### src/rtl/sum_acc_pkg.sv
// Shared types and helpers for the sum_accumulator block.
// Holds the ACCUM/HOLD state encoding and the frame-count width function.
package sum_acc_pkg;

    typedef enum logic {
        ACCUM = 1'b0,
        HOLD  = 1'b1
    } state_e;

    // Enough bits to hold a count of 0..frame_len inclusive.
    function automatic int cnt_w(input int frame_len);
        return (frame_len < 1) ? 1 : $clog2(frame_len + 1);
    endfunction

endpackage

### src/rtl/sum_acc_add.sv
// Signed accumulator adder with range-overflow detect.
// Clamps to the ACC_W range when SUM_ACCUMULATOR_SAT_EN is defined, otherwise wraps.
module sum_acc_add #(
    parameter int IN_W  = 5,
    parameter int ACC_W = 6
) (
    input  logic signed [ACC_W-1:0] acc,
    input  logic signed [IN_W-1:0]  sample,
    output logic signed [ACC_W-1:0] sum,
    output logic                    overflow
);

    // One guard bit above the wider operand keeps the true sum exact.
    localparam int EXT_W = ((ACC_W > IN_W) ? ACC_W : IN_W) + 1;
    localparam logic signed [EXT_W-1:0] MAX_V = EXT_W'((2 ** (ACC_W - 1)) - 1);
    localparam logic signed [EXT_W-1:0] MIN_V = EXT_W'(-(2 ** (ACC_W - 1)));

    logic signed [EXT_W-1:0] wide;
    logic                    over_hi;
    logic                    over_lo;

    always_comb begin
        wide     = EXT_W'(acc) + EXT_W'(sample);
        over_hi  = (wide > MAX_V);
        over_lo  = (wide < MIN_V);
        overflow = over_hi || over_lo;
`ifdef SUM_ACCUMULATOR_SAT_EN
        if (over_hi) begin
            sum = MAX_V[ACC_W-1:0];
        end else if (over_lo) begin
            sum = MIN_V[ACC_W-1:0];
        end else begin
            sum = wide[ACC_W-1:0];
        end
`else
        sum = wide[ACC_W-1:0];
`endif
    end

endmodule

### src/rtl/sum_accumulator.sv
// Frame accumulator: sums FRAME_LEN signed samples (or a flushed partial frame)
// and holds the result until the downstream handshake. Option: SUM_ACCUMULATOR_SAT_EN.
module sum_accumulator
    import sum_acc_pkg::*;
#(
    parameter int IN_W      = 5,
    parameter int ACC_W     = 6,
    parameter int FRAME_LEN = 4,
    localparam int CNT_W    = cnt_w(FRAME_LEN)
) (
    input  logic                    clk,
    input  logic                    rst_n,
    input  logic signed [IN_W-1:0]  in_data,
    input  logic                    in_valid,
    output logic                    in_ready,
    input  logic                    flush,
    input  logic                    clear,
    output logic signed [ACC_W-1:0] out_data,
    output logic [CNT_W-1:0]        out_count,
    output logic                    out_valid,
    input  logic                    out_ready,
    output logic                    overflow
);

    // Handshakes: a transfer happens on a rising edge where valid and ready are
    // both 1; valid never waits on ready, and held data stays put until transfer.

    state_e                  state;
    logic signed [ACC_W-1:0] acc;
    logic [CNT_W-1:0]        cnt;
    logic                    ovf;
    logic                    valid_q;

    logic signed [ACC_W-1:0] add_sum;
    logic                    add_ovf;
    logic                    accept;
    logic                    last_sample;
    logic                    close_frame;

    sum_acc_add #(
        .IN_W  (IN_W),
        .ACC_W (ACC_W)
    ) u_add (
        .acc      (acc),
        .sample   (in_data),
        .sum      (add_sum),
        .overflow (add_ovf)
    );

    always_comb begin
        accept      = in_valid && (state == ACCUM);
        last_sample = accept && (cnt == CNT_W'(FRAME_LEN - 1));
        // A flush only closes a frame that will hold at least one sample.
        close_frame = last_sample || (flush && (state == ACCUM) && ((cnt != '0) || accept));
    end

    always_ff @(posedge clk or negedge rst_n) begin
        if (!rst_n) begin
            state   <= ACCUM;
            acc     <= '0;
            cnt     <= '0;
            ovf     <= 1'b0;
            valid_q <= 1'b0;
        end else if (clear) begin
            state   <= ACCUM;
            acc     <= '0;
            cnt     <= '0;
            ovf     <= 1'b0;
            valid_q <= 1'b0;
        end else begin
            case (state)
                ACCUM: begin
                    if (accept) begin
                        acc <= add_sum;
                        cnt <= cnt + CNT_W'(1);
                        ovf <= ovf || add_ovf;
                    end
                    if (close_frame) begin
                        state   <= HOLD;
                        valid_q <= 1'b1;
                    end
                end
                HOLD: begin
                    if (out_ready) begin
                        state   <= ACCUM;
                        acc     <= '0;
                        cnt     <= '0;
                        ovf     <= 1'b0;
                        valid_q <= 1'b0;
                    end
                end
                default: begin
                    state   <= ACCUM;
                    valid_q <= 1'b0;
                end
            endcase
        end
    end

    assign in_ready  = (state == ACCUM);
    assign out_valid = valid_q;
    assign out_data  = acc;
    assign out_count = cnt;
    assign overflow  = ovf;

endmodule

### config.mk
export PLATFORM = sky130hd
export DESIGN_NAME = sum_accumulator
export DESIGN_NICKNAME = d
export VERILOG_FILES = /design/src/rtl/sum_acc_pkg.sv /design/src/rtl/sum_acc_add.sv /design/src/rtl/sum_accumulator.sv
export SDC_FILE = /design/constraint.sdc
export NUM_CORES = 1
export LEC_CHECK = 0
export CAP_MARGIN = 25
export CORE_ASPECT_RATIO = 0.9
export CORE_MARGIN = 5
export CORE_UTILIZATION = 24
export CTS_BUF_LIST = sky130_fd_sc_hd__clkbuf_8 sky130_fd_sc_hd__clkbuf_16
export CTS_CLUSTER_DIAMETER = 100
export DETAILED_ROUTE_END_ITERATION = 10
export RECOVER_POWER = 25
export SLEW_MARGIN = 20
export SYNTH_ARGS = -nofsm -noshare
export SYNTH_HDL_FRONTEND = slang
export SYNTH_SLANG_ARGS = --single-unit
export TNS_END_PERCENT = 50
### constraint.sdc
create_clock -name clk -period 3.3 [get_ports clk]
set_input_delay 0.495 -clock clk [delete_from_list [all_inputs] [get_ports clk]]
set_output_delay 0.495 -clock clk [all_outputs]
set_load 0.03 [all_outputs]
* After elaboration in Yosys (flattened, before gate mapping)
Index checks and enable logic that the tools add are counted.
** Word-level totals
- Bits of input ports :: 11
- Bits in registers :: 12
- Output and inout port bits :: 12
** Operators by class
- Bitwise gates (word level) :: 1
- Magnitude comparators :: 2
- Eq/ne operators :: 4
- Reduce and logical (&&, ||, !) cells :: 11
- Add/subtract/negate cells :: 2
- Multiplexer cells :: 19
** Operator list (count)
- two-way mux 6 bit :: 3
- case mux 6 bit (2 select lines) :: 1
- two-way mux 3 bit :: 3
- two-way mux 1 bit :: 8
- adder 6 x 5 -> 7 bit :: 1
- greater-than comparator 7 x 6 -> 1 bit (second input constant) :: 1
- less-than comparator 7 x 6 -> 1 bit (second input constant) :: 1
- != test 3 x 1 -> 1 bit (second input constant) :: 2
- case mux 1 bit (2 select lines) :: 3
- case mux 3 bit (2 select lines) :: 1
- logical AND 1 bit :: 4
- logical OR 1 bit :: 4
- AND reduction 2 bit :: 2
- adder 3 x 1 -> 3 bit (second input constant) :: 1
- == test 3 x 2 -> 1 bit (second input constant) :: 1
- != test 3 bit (second input constant) :: 1
- nonzero test 3 bit :: 1
- NOT 1 bit :: 1

* Longest topological paths before layout
Gate-level depths: netlist of run 1.
- Depth in word-level cells :: 8
- Mapped depth :: 7
- Gate-level depth less buffers :: 7

* By module
Synthesis of run 1 repeated with hierarchy kept, for this count alone.
** Unflattened totals
- Cell total of the unflattened synthesis :: 71
- Area total of the unflattened synthesis :: 794.5 um^2
** Modules (own cells, without submodules)
- sum_accumulator :: cells an instance 44, times used 1, area an instance 563.0 um^2
- sum_acc_add :: cells an instance 27, times used 1, area an instance 231.5 um^2

* Worst setup path before layout of run 1
OpenSTA, ideal clock, no wires.
- Kind :: flip-flop to flip-flop
- Start :: register acc[0], in the netlist out_data[0]
- End :: register ovf, in the netlist overflow
- Arrival :: 2.225 ns
- Clock period less this slack :: 2.291 ns
- Path slack :: 1.009 ns
- Setup time :: 0.066 ns
- Data required time :: 3.234 ns
- Cell stages (with the launch flop) :: 8
- Cell sequence :: dfrtp_1 -> ha_1 -> fa_1 -> a21o_1 -> a221o_1 -> or4_1 -> mux2i_1 -> a221o_1
** On the way
- Word-level cells in the longest chain between the ends :: 7
- Elaborated cells on any way between the ends :: 8
** RTL lines
- from (decl) :: RTL line sum_accumulator.sv:29 : logic signed [ACC_W-1:0] acc;
- from (signal assigned) :: RTL line sum_accumulator.sv:74 : acc <= add_sum;
- adder 6 x 5 -> 7 bit * :: RTL line sum_acc_add.sv:23 : wide = EXT_W'(acc) + EXT_W'(sample);
- greater-than comparator 7 x 6 -> 1 bit or less-than comparator 7 x 6 -> 1 bit (tied branches) :: RTL line sum_acc_add.sv:24, sum_acc_add.sv:25
- logical OR 1 bit * :: RTL line sum_acc_add.sv:26 : overflow = over_hi || over_lo;
- logical OR 1 bit * :: RTL line sum_accumulator.sv:76 : ovf <= ovf || add_ovf;
- two-way mux 1 bit * :: RTL line sum_accumulator.sv:73 : if (accept) begin
- case mux 1 bit (2 select lines) * :: RTL line sum_accumulator.sv:71 : case (state)
- two-way mux 1 bit * :: RTL line sum_accumulator.sv:64 : end else if (clear) begin
- to (signal assigned) :: RTL line sum_accumulator.sv:76
- to (decl) :: RTL line sum_accumulator.sv:31 : logic ovf;
Every way passes the cells marked *; elsewhere a longest branch is shown, timed or not. The select of a mux whose other input is x is not followed.
A chain may end at the register's enable or synchronous reset.

* Final worst setup path of run 1
- Start :: input in_data[0]
- End :: register ovf, in the netlist overflow
** On the way
- Word-level cells in the longest chain between the ends :: 7
- Elaborated cells on any way between the ends :: 8
** RTL lines
- from (decl) :: RTL line sum_accumulator.sv:13 : input logic signed [IN_W-1:0] in_data,
- adder 6 x 5 -> 7 bit * :: RTL line sum_acc_add.sv:23
- greater-than comparator 7 x 6 -> 1 bit or less-than comparator 7 x 6 -> 1 bit (tied branches) :: RTL line sum_acc_add.sv:24, sum_acc_add.sv:25
- logical OR 1 bit * :: RTL line sum_acc_add.sv:26
- logical OR 1 bit * :: RTL line sum_accumulator.sv:76
- two-way mux 1 bit * :: RTL line sum_accumulator.sv:73
- case mux 1 bit (2 select lines) * :: RTL line sum_accumulator.sv:71
- two-way mux 1 bit * :: RTL line sum_accumulator.sv:64
Marks and branches as above.

==> impl_metrics.py, run 1 <==
metrics = {
    "place": {
        "dpl-instance-area_sq_mm": 0.00102,
        "dp_hpwl_microns": 1290,
        "port_buffers": 22,
        "place_ws_ns": 0.540,
        "place_congestion": 0.793,
    },
    "power_and_ir_drop": {
        "pwr-share-comb_pct": 36.3,
        "ir_worst_vdd_v": 0.000259,
        "power.switching_uw": 160,
        "switching_share_pct": 33.0,
        "p_seq_share_pct": 37.1,
        "power_density_mw_per_mm2": 457,
        "power.leakage_uw": 0.000493,
        "clockPowerShare_pct": 26.6,
        "p_int_uw": 325,
    },
    "sta": {
        "fmax_mhz": 396,
        "fin_skew_ns": 0.000459,
        "max_slew_margin_pct": 63.1,
        "setup_viol": 0,
        "fin_crit_ns": 2.53,
        "tightest_slew_ns": 0.552,
        "rsz0062_at_grt": "no",
        "period_share_pct": 76.6,
        "finalHoldViolations": 0,
        "slew_violations": 0,
        "fin_setup_tns_ns": 0,
        "fin_ws_ns": 0.774,
    },
    "synth": {
        "ys_seq_elements": 12,
        "async_flop_share_pct": 100,
        "avgSynthCellArea_sq_um": 9.78,
        "synth_edf_count": 0,
        "seq_area_frac_synth_pct": 40.4,
        "synth_cell_type_count": 22,
        "synth_flop_cell": "dfrtp_1",
        "postSynthCellCount": 76,
        "syn-cell-area_sq_um": 743,
        "yosys.area.top_type_share_pct": 40.4,
        "yosys_warnings": 0,
        "ys_top_cells_by_area": "dfrtp_1 (40%), ha_1 (15%), nand2_1 (5.6%), o21ai_0 (5.4%), a22o_1 (3.5%)",
        "syn_nets": 97,
        "yosys.area.top_type": "dfrtp_1",
    },
    "hold_path": {
        "min_path_cells": 1,
        "min_from": "out_valid",
        "hold_end": "out_valid",
        "hold_path.class": "reg -> reg",
    },
    "final_layout": {
        "final_cell_area_sq_mm": 0.00106,
        "area_growth_pct": 42.8,
        "mostFrequentLayoutCell": "clkdlybuf4s50_1",
        "ff_latch_area_sq_um": 300,
        "multi_input_area_sq_um": 424,
        "nets": 124,
        "drive_above_1_share_pct": 4.95,
        "n_fill_cell": 326,
        "antenna_cells": 0,
        "final_cell_mix": "clkdlybuf4s50_1 (21), dfrtp_1 (12), nand2_1 (11), ha_1 (9), o21ai_0 (8)",
    },
    "critical_path": {
        "r2r-end": "overflow",
        "crit_type": "in -> reg",
        "crit_slowest_cell": "fa_1",
        "worst_path_largest_cell_delay_ns": 0.42,
        "crit_fanout": 3,
        "end_kind": "flop",
        "reg2reg_slack_ns": 1.06,
        "crit_arrival_ns": 2.70,
        "start_kind": "input pin",
        "critPathRequiredTime_ns": 3.48,
        "path_cells": "clkdlybuf4s50_1 -> ha_1 -> fa_1 -> a21o_1 -> a221o_1 -> or4_1 -> mux2i_1 -> a221o_1",
        "ff2ff_path_depth": 7,
        "crit_top_cell": "a221o_1",
        "rr_startpoint": "out_data[0]",
    },
    "drt": {
        "vias_per_cell": 4.31,
        "drt_iter0_markers": 9,
        "vias": 617,
        "drc_errors": 0,
        "wl_per_cell_microns": 11.4,
        "routed_wl_microns": 1640,
        "dr.pass1.iters": 4,
        "drtAntennaViolNets": 0,
    },
    "clock_tree": {
        "insertion_delay_ns": 0.24,
        "clock-sinks": 12,
        "cts_buffers": 3,
        "postCtsHoldBufs": 0,
        "post_cts_buffers": 0,
        "cts_resized": 0,
        "clockRootBuffer": "clkbuf_8",
        "cts_tree": "built",
        "clk_pin_slew_ns": 0.05,
        "cts.path.max_buffers": 2,
        "h-tree-depth": 1,
    },
    "global_route": {
        "track_usage_pct": 8.92,
        "grt_pass1_vias": 617,
        "overflow": 0,
        "grt_pass1_wl_microns": 2950,
        "grt_max_degree": 13,
        "antenna_found_initial": 0,
    },
    "floorplanning": {
        "die_height_microns": 62.8,
        "die_w_microns": 68.7,
        "die_area_sq_mm": 0.00431,
        "initial_utilization_pct": 24.6,
        "ioPinCount": 23,
        "core_sq_mm": 0.00302,
        "num_rows": 19,
    },
    "job": {
        "maxCapViolations": 0,
    },
    "status": {
        "status": "finished clean",
    },
}
-- area by class of cell --
cell class / count / share of cell area (%)
Tap cell: 42 / 4.95
Inverter: 4 / 1.42
Sequential cell: 12 / 28.3
Timing Repair Buffer: 23 / 21.5
Clock buffer: 3 / 3.89
Multi-Input combinational cell: 59 / 40.0
-- per-layer routing --
| layer | GRT usage [%] | share of wire (%) | vias up |
|---|---|---|---|
| met5 | 0 | 0 | - |
| met4 | 2.23 | 0 | 0 |
| met3 | 4.50 | 8.7 | 0 |
| met2 | 11.7 | 42 | 14 |
| met1 | 12.7 | 49 | 275 |
| li1 | - | - | 328 |
-- synth_stat cells, types with 2 or more instances --
cell      number
dfrtp_1       12
nand2_1       11
ha_1           9
o21ai_0        8
a21oi_1        5
inv_1          4
nor2_1         4
a21o_1         3
a22o_1         3
xor2_1         3
a211oi_1       2
a221o_1        2
-- worst max-delay path: cells and delay by family --
kind                       cells  cell delay [ns]
buffers and inverters          1             0.40
AOI/OAI and AO/OA              3             0.61
and+or+nand+nor                1             0.39
adders and majority gates      2             0.66
muxes                          1             0.14
-- sequential cells by signal (all words and copies together) (netlist names) --
name       flops
out_data       6
out_count      3
out_valid      1
overflow       1
state          1
-- worst max-delay path by stage --
| stage | start | to | slack, ns | cells past startpoint |
|---|---|---|---|---|
| 2_1_floorplan | out_data[0] | overflow | 1.01 | 7 |
| 3_3_place_gp | in_data[0] | overflow | 0.56 | 8 |
| 3_5_place_dp | in_data[0] | overflow | 0.54 | 8 |
| 4_1_cts | in_data[0] | overflow | 0.78 | 8 |
| 5_1_grt | in_data[0] | overflow | 0.66 | 8 |
| 6_report | in_data[0] | overflow | 0.77 | 8 |
-- power by group through the flow --
stage	Sequential, uW	Combinational [uW]	Clock [uW]
6_report	180	176	129
5_1_grt	183	195	143
4_1_cts	180	178	136
3_5_place_dp	183	177	0
3_3_place_gp	182	177	0
2_1_floorplan	213	76.4	0
-- per-stage QoR --
| step | instances | hold WS, ns | power, uW | utilization, % |
|---|---|---|---|---|
| 4_1_cts | 143 | 0.498 | 495 | 35.1 |
| 3_5_place_dp | 140 | 0.486 | 360 | 33.8 |
| 2_1_floorplan | 76 | 0.199 | 289 | - |
| 6_report | 143 | 0.488 | 485 | 35.1 |
| 3_3_place_gp | 140 | 0.484 | 359 | 33.8 |
| 5_1_grt | 143 | 0.501 | 521 | 35.1 |
-- cell families (layout without fill, tap and decap cells) --
group | count (synthesis) | count (layout) | synth area share [%]
AO/OA/AOI/OAI | 26 | 26 | 23.1
XOR/XNOR | 3 | 3 | 3.54
adder cells (fa/ha/maj) | 10 | 10 | 17.8
buffers and inverters | 5 | 30 | 2.52
flip-flops | 12 | 12 | 40.4
multiplexers | 1 | 1 | 1.35
AND/OR/NAND/NOR | 19 | 19 | 11.3
(Power assumes the default switching activity.)
==> inputs of run 2 (changes only) <==
Clock period 3.3 ns to 2.5 ns, I/O delays scaled along.
==> impl_metrics.py, run 2 (same netlist as run 1, synthesis figures left out) <==
metrics = {
    "clock_tree": {
        "clk_pin_slew_ns": 0.05,
        "clock-sinks": 12,
        "post_cts_buffers": 0,
        "cts.path.max_buffers": 2,
        "clockRootBuffer": "clkbuf_8",
        "cts_resized": 0,
        "h-tree-depth": 1,
        "cts_tree": "built",
        "postCtsHoldBufs": 0,
        "insertion_delay_ns": 0.23,
        "cts_buffers": 3,
    },
    "place": {
        "dp_hpwl_microns": 1410,
        "dpl-instance-area_sq_mm": 0.00104,
        "port_buffers": 22,
        "place_congestion": 0.775,
    },
    "floorplanning": {
        "die_area_sq_mm": 0.00431,
        "die_height_microns": 62.8,
        "initial_utilization_pct": 24.6,
        "ioPinCount": 23,
        "die_w_microns": 68.7,
        "core_sq_mm": 0.00302,
        "num_rows": 19,
    },
    "drt": {
        "drc_errors": 0,
        "dr.pass1.iters": 2,
        "vias": 641,
        "routed_wl_microns": 1730,
        "drtAntennaViolNets": 0,
        "vias_per_cell": 4.39,
        "wl_per_cell_microns": 11.8,
        "drt_iter0_markers": 7,
    },
    "final_layout": {
        "drive_above_1_share_pct": 7.69,
        "final_cell_area_sq_mm": 0.00108,
        "area_growth_pct": 45.8,
        "antenna_cells": 0,
        "mostFrequentLayoutCell": "clkdlybuf4s50_1",
        "final_cell_mix": "clkdlybuf4s50_1 (21), dfrtp_1 (12), nand2_1 (11), ha_1 (9), o21ai_0 (8)",
        "nets": 127,
        "largest_register_ff_count": 6,
    },
    "hold_path": {
        "hold_path.class": "reg -> reg",
        "hold_end": "out_valid",
        "min_from": "out_valid",
        "min_path_cells": 1,
    },
    "sta": {
        "slew_violations": 0,
        "finalHoldViolations": 0,
        "tightest_slew_ns": 0.556,
        "rsz0062_at_grt": "no",
        "fin_skew_ns": 0.00196,
        "fin_crit_ns": 2.39,
        "period_share_pct": 95.7,
        "fin_setup_tns_ns": 0,
        "fmax_mhz": 418,
        "hold_slack_ns": 0.488,
        "setup_viol": 0,
        "max_slew_margin_pct": 62.8,
    },
    "critical_path": {
        "crit_slowest_cell": "clkdlybuf4s50_1",
        "start_kind": "input pin",
        "reg2reg_slack_ns": 0.27,
        "crit_fanout": 2,
        "rr_startpoint": "out_data[0]",
        "r2r-end": "overflow",
        "crit_top_cell": "a221o_1",
        "crit_family": "adder cells",
        "path_cells": "clkdlybuf4s50_1 -> ha_1 -> fa_1 -> a21o_1 -> a221o_1 -> or4_1 -> mux2i_1 -> a221o_1",
        "end_kind": "flop",
        "crit_type": "in -> reg",
        "ff2ff_path_depth": 7,
        "crit_arrival_ns": 2.57,
        "critPathRequiredTime_ns": 2.67,
        "worst_path_largest_cell_delay_ns": 0.41,
        "cp.buffers_inverters": 1,
    },
    "global_route": {
        "track_usage_pct": 9.07,
        "grt.busiest_layer": "met2",
        "grt_use_met3_pct": 4.68,
        "overflow": 0,
        "grt_pass1_wl_microns": 2970,
        "gr-usage-met2_pct": 13.3,
        "grt_util_met1_pct": 11.9,
        "grt_max_degree": 13,
        "antenna_found_initial": 0,
        "grt_pass1_vias": 657,
    },
    "power_and_ir_drop": {
        "power.leakage_uw": 0.000508,
        "total_power_uw": 648,
        "power_density_mw_per_mm2": 598,
        "ir_worst_vdd_v": 0.000330,
    },
    "job": {
        "maxCapViolations": 0,
    },
    "status": {
        "status": "finished clean",
    },
}
run 2: changes by cell type in the layout (fill, tap and decap cells not counted):
cell	previous run	this run
buf_4	1	4
run 2: cell type report:
cell class | instances | area, sq um
well taps | 42 | 52.6
repair buffers | 26 | 250
inverters | 4 | 15.0
fillers | 336 | 1940
flip-flops and latches | 12 | 300
multi-input cells | 59 | 424
clock buffers | 3 | 41.3
run 2: power breakdown:
group / switching [uW] / leakage, uW / internal (uW)
Clock: 63.0 / 0.0000216 / 105
Combinational: 129 / 0.000326 / 112
Sequential: 20.6 / 0.000161 / 218
run 2: routing by layer:
layer | vias to the layer above | wire length (microns)
met5 | - | 0
met4 | 0 | 0
met3 | 0 | 143
met2 | 16 | 797
met1 | 293 | 784
li1 | 332 | -
run 2: per-stage QoR:
stage / worst slack [ns] / util [%] / std cells
6_report: 0.107 / 35.9 / 146
3_3_place_gp: -0.0836 / 34.5 / 143
4_1_cts: 0.103 / 35.9 / 146
2_1_floorplan: 0.209 / - / 76
3_5_place_dp: -0.139 / 34.5 / 143
5_1_grt: 0.0365 / 35.9 / 146
run 2: worst max path at each step:
stage / end / cells after the start / from
after floorplan: overflow / 7 / out_data[0]
after global placement: overflow / 8 / in_data[0]
after detailed placement: overflow / 8 / in_data[0]
after CTS: overflow / 8 / in_data[0]
after global routing: overflow / 8 / in_data[0]
final: overflow / 8 / in_data[0]
